<file path="src/rtl/pipe_mux_n.sv">
`default_nettype none
// ============================================================================
// Module      : pipe_mux_n
// Description : N:1 operand-select mux with registered output, main + skid
//               buffer for lossless back-pressure, flush and bad-select flag.
// Revision    : 1.0 - initial release
// ============================================================================
module pipe_mux_n #(
    parameter int              WIDTH       = 32,
    parameter int              NUM_IN      = 4,
    parameter int              SEL_W       = 2,
    parameter logic [WIDTH-1:0] DEFAULT_VAL = '0
) (
    input  logic                    clk,
    input  logic                    reset,
    input  logic [NUM_IN*WIDTH-1:0] in_bus,
    input  logic [SEL_W-1:0]        sel,
    input  logic                    in_valid,
    output logic                    in_ready,
    input  logic                    flush,
    output logic [WIDTH-1:0]        out_data,
    output logic [SEL_W-1:0]        out_sel,
    output logic                    out_err,
    output logic                    out_valid,
    input  logic                    out_ready
);

    typedef enum logic [1:0] {
        ST_EMPTY = 2'b00,
        ST_ONE   = 2'b01,
        ST_FULL  = 2'b11
    } stateEnum;

    stateEnum         r_state;
    stateEnum         w_nextState;

    logic [WIDTH-1:0] r_mainData;
    logic [SEL_W-1:0] r_mainSel;
    logic             r_mainErr;
    logic [WIDTH-1:0] r_skidData;
    logic [SEL_W-1:0] r_skidSel;
    logic             r_skidErr;

    logic [WIDTH-1:0] w_inArr [NUM_IN];
    logic [WIDTH-1:0] w_capData;
    logic             w_capErr;
    logic             w_accept;
    logic             w_pop;
    logic             w_loadMainIn;
    logic             w_loadMainSkid;
    logic             w_loadSkid;

    genvar k;
    generate
        for (k = 0; k < NUM_IN; k++) begin : g_unpack
            assign w_inArr[k] = in_bus[k*WIDTH +: WIDTH];
        end
    endgenerate

    // A select that matches no input yields DEFAULT_VAL and raises err.
    always_comb begin
        w_capData = DEFAULT_VAL;
        w_capErr  = 1'b1;
        for (int i = 0; i < NUM_IN; i++) begin
            if (sel == SEL_W'(i)) begin
                w_capData = w_inArr[i];
                w_capErr  = 1'b0;
            end
        end
    end

    assign in_ready  = (r_state != ST_FULL);
    assign out_valid = (r_state != ST_EMPTY);
    assign out_data  = r_mainData;
    assign out_sel   = r_mainSel;
    assign out_err   = r_mainErr;

    assign w_accept  = in_valid & in_ready & ~flush;
    assign w_pop     = out_valid & out_ready;

    always_comb begin
        w_nextState    = r_state;
        w_loadMainIn   = 1'b0;
        w_loadMainSkid = 1'b0;
        w_loadSkid     = 1'b0;
        if (flush) begin
            w_nextState = ST_EMPTY;
        end else begin
            case (r_state)
                ST_EMPTY: begin
                    if (w_accept) begin
                        w_nextState  = ST_ONE;
                        w_loadMainIn = 1'b1;
                    end
                end
                ST_ONE: begin
                    if (w_accept && w_pop) begin
                        w_loadMainIn = 1'b1;
                    end else if (w_accept) begin
                        w_nextState = ST_FULL;
                        w_loadSkid  = 1'b1;
                    end else if (w_pop) begin
                        w_nextState = ST_EMPTY;
                    end
                end
                ST_FULL: begin
                    if (w_pop) begin
                        w_nextState    = ST_ONE;
                        w_loadMainSkid = 1'b1;
                    end
                end
                default: w_nextState = ST_EMPTY;
            endcase
        end
    end

    // Output payload registers are left untouched on flush so the last value holds.
    always_ff @(posedge clk) begin
        if (reset) begin
            r_state    <= ST_EMPTY;
            r_mainData <= '0;
            r_mainSel  <= '0;
            r_mainErr  <= 1'b0;
            r_skidData <= '0;
            r_skidSel  <= '0;
            r_skidErr  <= 1'b0;
        end else begin
            r_state <= w_nextState;
            if (w_loadMainIn) begin
                r_mainData <= w_capData;
                r_mainSel  <= sel;
                r_mainErr  <= w_capErr;
            end else if (w_loadMainSkid) begin
                r_mainData <= r_skidData;
                r_mainSel  <= r_skidSel;
                r_mainErr  <= r_skidErr;
            end
            if (w_loadSkid) begin
                r_skidData <= w_capData;
                r_skidSel  <= sel;
                r_skidErr  <= w_capErr;
            end
        end
    end

endmodule
`default_nettype wire

</file>
<file path="config.mk">
export PLATFORM = sky130hd
export DESIGN_NAME = pipe_mux_n
export DESIGN_NICKNAME = d
export VERILOG_FILES = /design/src/rtl/pipe_mux_n.sv
export SDC_FILE = /design/constraint.sdc
export NUM_CORES = 1
export LEC_CHECK = 0
export BUFFER_PORTS_ARGS = -buffer_cell sky130_fd_sc_hd__buf_2
export CORE_MARGIN = 1
export CORE_UTILIZATION = 40
export DETAILED_ROUTE_END_ITERATION = 12
export GPL_TIMING_DRIVEN = 0
export MAX_ROUTING_LAYER = met4
export PLACE_DENSITY = 0.81
export SLEW_MARGIN = 20
export SYNTH_ARGS = -nofsm -noshare
export SYNTH_HDL_FRONTEND = slang
export SYNTH_SLANG_ARGS = --single-unit
</file>
<file path="constraint.sdc">
create_clock -name clk -period 2.35 [get_ports clk]
set_input_delay 0.235 -clock clk [delete_from_list [all_inputs] [get_ports clk]]
set_output_delay 0.235 -clock clk [all_outputs]
set_load 0.005 [all_outputs]
</file>
* After elaboration in Yosys (flattened, before gate mapping)
Cells that the tools add are included.
Operators by class: equal/unequal tests 10, mux-type cells 30, bitwise gates (word level) 4, reductions and logical operators 7
Operators with widths (number):
- two-way mux 32 bit | 6
- two-way mux 1 bit | 15
- two-way mux 2 bit | 7
- != test 2 bit (second input constant) | 4
- equality test 2 bit (second input constant) | 3
- one-hot mux 2 bit (3 select lines) | 1
- equality test 2 x 1 -> 1 bit (second input constant) | 2
- zero test 2 bit | 2
- AND reduction 4 bit | 1
- nonzero test 2 bit | 2
- AND 1 bit | 3
- != test 3 bit (second input constant) | 1
- one-hot mux 1 bit (2 select lines) | 1
- OR reduction 2 bit | 1
- logical AND 1 bit | 1
- NOT 1 bit | 1
Word-level totals: bits in registers 72, output and inout bits 37

* Logic depth before layout (Yosys ltp)
Gate-level depths: netlist of the first run.
depth after elaboration 8, mapped depth 8

* Worst setup path after synthesis of the first run
OpenSTA, ideal clock, no wires.
path type register to register, from register r_state[0], to register r_mainData[10], in the netlist out_data[10], arrival time 1429 ps, required time 2218 ps, slack 789 ps, cell stages (with the launch flop) 9, period minus slack after synthesis 1561 ps, cells stage by stage dfxtp_1 -> inv_1 -> ha_1 -> nand2b_2 -> o32a_1 -> buf_2 -> buf_4 -> nand2_1 -> a21oi_1
On the way: cells in the longest elaborated chain, start to end 8, elaborated cells between the ends (all ways) 18, those cells by class 3 x eq/ne; 8 x mux; 3 x bitwise; 4 x reduce/logical
RTL lines:
- start: declaration | RTL line 34 | stateEnum r_state;
- start signal: assignment | RTL line 128 | r_state <= w_nextState;
- != test 2 bit | RTL line 72 | assign in_ready = (r_state != ST_FULL);
- AND 1 bit (2 in series) | RTL line 78 | assign w_accept = in_valid & in_ready & ~flush;
- logical AND 1 bit | RTL line 97 | if (w_accept && w_pop) begin
- two-way mux 1 bit | RTL line 97
- one-hot mux 1 bit (2 select lines) | RTL line 89 | case (r_state)
- two-way mux 1 bit | RTL line 86 | if (flush) begin
- two-way mux 32 bit or nonzero test 2 bit (tied branches)
- end signal: assignment | RTL line 130 | r_mainData <= w_capData;
- end signal: assignment | RTL line 134 | r_mainData <= r_skidData;
- end: declaration | RTL line 37 | logic [WIDTH-1:0] r_mainData;
Parallel ways exist; a longest one is shown, timed or not. A chain may end at the register's enable or synchronous reset.

* Worst setup path in the final report of the first run
from register r_state[0], to register r_mainData[31], in the netlist out_data[31]
Same word-level chain as after synthesis.

==> impl_metrics.tcl, run 1 <==
set metrics [dict create \
    status "completed" \
    portBuffers 168 \
    fin_skew_ns 0.00583 \
    synth.distinct_cells 29 \
    p_leak_uw 0.00203 \
    slew_headroom 0.662 \
    setup_ws_ns 0.455 \
    start_util 0.410 \
    fin_nets 691 \
    synth_top_family_by_area "compound AO/OA/AOI/OAI gates" \
    crit_end "out_data[31]" \
    synth_nets 512 \
    io-pin-count 172 \
    antenna_found_initial 0 \
    synth_xor_area_frac 0 \
    viasPerCell 5.33 \
    fillers 843 \
    fin_crit_ns 1.90 \
    hold_class "in2reg" \
    gp_congestion 0.776 \
    cts-root-buf "clkbuf_8" \
    cts_buffers 9 \
    drive_gt1_frac 0.487 \
    synth_ff_type "dfxtp_1" \
    r2r_start "r_state[0]" \
    htreeDepth 3 \
    yosysSeqAreaShare 0.382 \
    design_area_mm2 0.00497 \
    fmax_mhz 528 \
    synth_area_mm2 0.00377 \
    drtIter0Drc 129 \
    rsz0062_at_grt "no" \
    r2r_slack_ns 0.45 \
    post-route-util 0.541 \
    finalMaxSlewViolations 0 \
    grt_pass1_vias 3639 \
    synthMuxAreaShare 0.199 \
    cts_buffer_depth 2 \
    endpoint_kind "flop" \
    setup_tns_ns 0 \
    final_cell_mix "176 x buf_2, 105 x nand2_1, 72 x dfxtp_1, 70 x a21oi_1, 32 x mux4_2" \
    worstSetupStartpointType "flop" \
    r2r_cells 7 \
    netlist.area_leader.share 0.382 \
    cp_max_fo 10 \
    ys_async_sr_fraction 0 \
    max_slew.worst_pin.slew_ns 0.505 \
    r2r_end "out_data[31]" \
    core_area_mm2 0.00920 \
    cap_violations 0 \
    yosys.area_share.simple 0.133 \
    die_h_um 99.1 \
    grt_max_degree 13 \
    whs_ns 0.244 \
    power.density_mw_per_mm2 564 \
    setup_viol 0 \
    synth.avg_cell_area_um2 10.1 \
    dp_hpwl_mm 8.31 \
    mostFrequentLayoutCell "buf_2" \
    dr.pass1.iters 5 \
    synth_area_leaders "dfxtp_1 38%, mux4_2 19%, nand2_1 10%" \
    fin_crit_sh 0.806 \
    clk_pin_slew_worst_paths_ns 0.07 \
    synth-compound-area-share 0.205 \
    grt_overflow 0 \
    multiInputGateArea_mm2 0.00207 \
    routed_wl_mm 10.6 \
    wire_per_inst_um 15.8 \
    synthAdderAreaFrac 0.0133 \
    die_area_mm2 0.00983 \
    synthCells 373 \
    hold_buffers 0 \
    dieWidth_um 99.1 \
    ys_ff_latch 72 \
    ant_nets 0 \
    antenna_cells 0 \
    clock_sinks 72 \
    track_usage 0.224 \
    seqCellArea_mm2 0.00144 \
    arrival_ns 2.16 \
    required_ns 2.61 \
    cts_tree "done" \
    grt_pass1_wl_mm 16.7 \
    area_growth_pct 31.7 \
    placed_area_mm2 0.00475 \
    synth_edf_count 0 \
    finalHoldViolations 0 \
    post-place-ws_ns 0.464 \
    row_count 35 \
    drc 0 \
    via_count 3559 \
    cts_resized 0 \
    critPathKind "reg2reg" \
    post_cts_buffers 0 \
    ys_warn_count 0 \
    vdd_drop_max_v 0.000314 \
    cp-startpoint "r_state[0]" \
    yosysTopAreaCell "dfxtp_1" \
    clk_latency_ns 0.34 \
]
==> area by class of cell <==
cell class / instances / area share
inverter: 4 / 0.00302
sequential: 72 / 0.290
timing repair buffer: 168 / 0.169
clock inverter: 4 / 0.0103
tap: 111 / 0.0279
buffer: 33 / 0.0493
multi-input combinational: 264 / 0.417
clock buffer: 12 / 0.0332
==> synth_stat cells, types with 3 or more instances <==
master    number
a21oi_1       70
a22oi_1       11
a22oi_2       23
buf_2          8
buf_4          5
buf_6         10
clkbuf_1       8
dfxtp_1       72
ha_1           4
inv_1          4
mux2i_1        3
mux4_2        32
nand2_1      105
nand2b_1       3
==> worst min-delay path by stage <==
stage	start	to	slack (ns)	cells after the start
2_1_floorplan	flush	r_state[1]	0.42	2
3_3_place_gp	r_skidSel[1]	r_skidSel[1]	0.44	2
3_5_place_dp	r_skidSel[1]	r_skidSel[1]	0.45	2
4_1_cts	flush	r_state[1]	0.23	3
5_1_grt	flush	r_state[1]	0.25	3
6_report	flush	r_state[1]	0.24	3
==> kinds of logic (layout without fill, tap and decap cells) <==
group	count (synthesis)	count (layout)
fa+ha+maj	4	4
buf+inv	37	221
compound gates	109	109
flops	72	72
simple gates	116	116
mux	35	35
==> critical path, stage by stage, from the launching register on <==
cell and delay [ns]:
dfxtp_1 0.39, inv_1 0.08, ha_1 0.25, nand2b_2 0.25, nor2_4 0.27, buf_2 0.31
a22oi_1 0.12, a21oi_1 0.15
==> registers in the layout, summed over array words and instances (netlist names) <==
signal,count
out_data,32
r_skidSel,2
r_state,2
out_sel,2
out_err,1
r_skidData,32
r_skidErr,1
==> power breakdown <==
part	internal, µW	leakage [µW]	total [µW]	switching [µW]
clock network	577	0.000109	1030	454
logic	260	0.00133	486	225
registers	1260	0.000584	1280	22.7
==> routing by layer <==
metal	vias to the layer above	GRT usage	share of wire
met5	-	-	0
met4	0	0.0928	0.022
met3	20	0.0316	0.055
met2	151	0.394	0.52
met1	1684	0.256	0.40
li1	1704	-	-
==> through the flow <==
stage,cells,power (µW)
global route,668,2930
global placement,652,1780
floorplan,373,1590
CTS,668,2830
detailed placement,652,1800
finish,668,2800
(Power assumes the default switching activity.)
==> run 2: changes to the inputs <==
--- a/config.mk
+++ b/config.mk
@@ -11,7 +11,7 @@
 export DETAILED_ROUTE_END_ITERATION = 12
 export GPL_TIMING_DRIVEN = 0
 export MAX_ROUTING_LAYER = met4
-export PLACE_DENSITY = 0.81
+export PLACE_DENSITY = 0.84
 export SLEW_MARGIN = 20
 export SYNTH_ARGS = -nofsm -noshare
 export SYNTH_HDL_FRONTEND = slang
==> constraint.sdc (replaced) <==
create_clock -name clk -period 1.7 [get_ports clk]
set_input_delay 0.17 -clock clk [delete_from_list [all_inputs] [get_ports clk]]
set_output_delay 0.17 -clock clk [all_outputs]
set_load 0.005 [all_outputs]
==> run 2 against run 1 <==
Compared with the run above:
- clock-buffer cell count stayed put
- critical path type unchanged
- sequential power is 39% higher
- first-iteration DRC count is 29% higher
- largest cell class unchanged
- flip-flop and latch count stayed put
- sequential share of layout area is 0.89 points lower
- non-clock buffer count is 8 higher
==> impl_metrics.tcl, run 2 (synthesized netlist as in run 1, its figures left out) <==
set metrics [dict create \
    status "completed" \
    clock_sinks 72 \
    place_inst 652 \
    fillers 823 \
    final_cells 676 \
    drive_gt1_frac 0.501 \
    slowest_stage "dfxtp_4" \
    crit_end "out_data[7]" \
    drtIter0Drc 166 \
    gp_congestion 0.749 \
    grt_pass1_vias 3482 \
    r2r_slack_ns 0.09 \
    track_usage 0.221 \
    arrival_ns 1.80 \
    fin_skew_ns 0.0128 \
    start_util 0.410 \
    intPower_uw 2800 \
    grt_pass1_wl_mm 16.5 \
    max_slew.worst_pin.slew_ns 0.492 \
    dr.pass1.iters 4 \
    cts_buffers 9 \
    grt_max_degree 12 \
    portBuffers 168 \
    ant_nets 0 \
    grt_overflow 0 \
    cts-root-buf "clkbuf_8" \
    vdd_drop_max_v 0.000406 \
    fmax_mhz 622 \
    clk_pin_slew_worst_paths_ns 0.08 \
    final_cell_mix "171 x buf_2, 105 x nand2_1, 70 x dfxtp_1, 69 x a21oi_1, 32 x mux4_2" \
    power_frac_comb 0.185 \
    hold_class "in2reg" \
    r2r_start "r_state[0]" \
    io-pin-count 172 \
    antenna_cells 0 \
    total_power_uw 3760 \
    wire_per_inst_um 15.9 \
    power.share.switching 0.256 \
    pwr-share-clk 0.341 \
    r2r_end "out_data[7]" \
    critPathKind "reg2reg" \
    finalHoldViolations 0 \
    die_area_mm2 0.00983 \
    dieWidth_um 99.1 \
    max_stage_delay_ns 0.38 \
    cts_tree "done" \
    post-route-util 0.560 \
    antenna_found_initial 0 \
    seq_power_share 0.474 \
    slew_headroom 0.672 \
    viasPerCell 5.42 \
    path_cells "inv_1 -> ha_4 -> a21oi_4 -> o32a_1 -> buf_6 -> buf_8 -> nand2_1 -> a21oi_2" \
    cp-startpoint "r_state[0]" \
    required_ns 1.90 \
    hold_buffers 0 \
    htreeDepth 3 \
    mostFrequentLayoutCell "buf_2" \
    die_h_um 99.1 \
    finalMaxSlewViolations 0 \
    rsz0062_at_grt "no" \
    post-place-ws_ns -0.176 \
    cap_violations 0 \
    setup_ws_ns 0.0935 \
    placed_area_mm2 0.00475 \
    power.switching_uw 961 \
    fin_crit_sh 0.945 \
    row_count 35 \
    cts_buffer_depth 2 \
    cp_max_fo 10 \
    p_leak_uw 0.00209 \
    setup_viol 0 \
    clk_latency_ns 0.34 \
    via_count 3667 \
    worstSetupStartpointType "flop" \
    dp_hpwl_mm 8.27 \
    area_growth_pct 36.3 \
    r2r_cells 8 \
    core_area_mm2 0.00920 \
    endpoint_kind "flop" \
    power.density_mw_per_mm2 730 \
    drc 0 \
    fin_nets 699 \
    design_area_mm2 0.00515 \
    fin_crit_ns 1.61 \
    routed_wl_mm 10.8 \
]
-- run 2: metrics by stage --
step / TNS [ns] / hold WS [ns]
6_report: 0 / 0.166
5_1_grt: 0 / 0.192
4_1_cts: -0.00253 / 0.174
3_5_place_dp: -5.23 / 0.449
3_3_place_gp: -1.42 / 0.442
2_1_floorplan: 0 / 0.356
-- run 2: final cells by class --
type                            count  area, µm²  area share
Timing Repair Buffer              176        943       0.183
Sequential cell                    72       1450       0.281
Buffer                             33        295      0.0574
Multi-Input combinational cell    264       2130       0.413
Clock buffer                       12        135      0.0263
Clock inverter                      4       45.0     0.00875
Inverter                            4       15.0     0.00292
Tap cell                          111        139      0.0270
-- run 2: how the worst min path moves through the flow --
stage | slack, ns | to | depth (start not counted) | start
after floorplan | 0.36 | r_state[1] | 2 | flush
after global placement | 0.44 | out_data[3] | 2 | out_data[3]
after detailed placement | 0.45 | out_data[28] | 2 | out_data[28]
after CTS | 0.17 | r_state[1] | 3 | flush
after global routing | 0.19 | r_state[1] | 3 | flush
final | 0.17 | r_state[1] | 3 | flush
-- run 2: worst max-delay path, delay by kind of cell (launching register included) --
kind	cells	cell delay, ns
flops	1	0.38
simple gates	1	0.09
buf+inv	3	0.41
compound gates	3	0.40
fa+ha+maj	1	0.18
-- run 2: timing repair --
item,CTS,global route
resized for setup,13,15
pin swaps,2,1
setup buffers,5,2
cloned,0,1
setup endpoints to repair,64,55
endpoints found under the hold margin,0,0
-- run 2: power groups by stage --
stage	Sequential [µW]	Clock (µW)	Combinational, µW
after detailed placement	1820	0	673
after global placement	1810	0	649
after CTS	1780	1290	688
final	1780	1280	696
after global routing	1780	1380	755
after floorplan	1820	0	388
-- run 2: per-layer routing --
metal	vias up	wire, µm	GRT usage
met1	1773	4390	0.256
met2	139	5560	0.380
met3	24	548	0.0387
met4	0	263	0.0928
li1	1731	-	-
met5	-	0	-
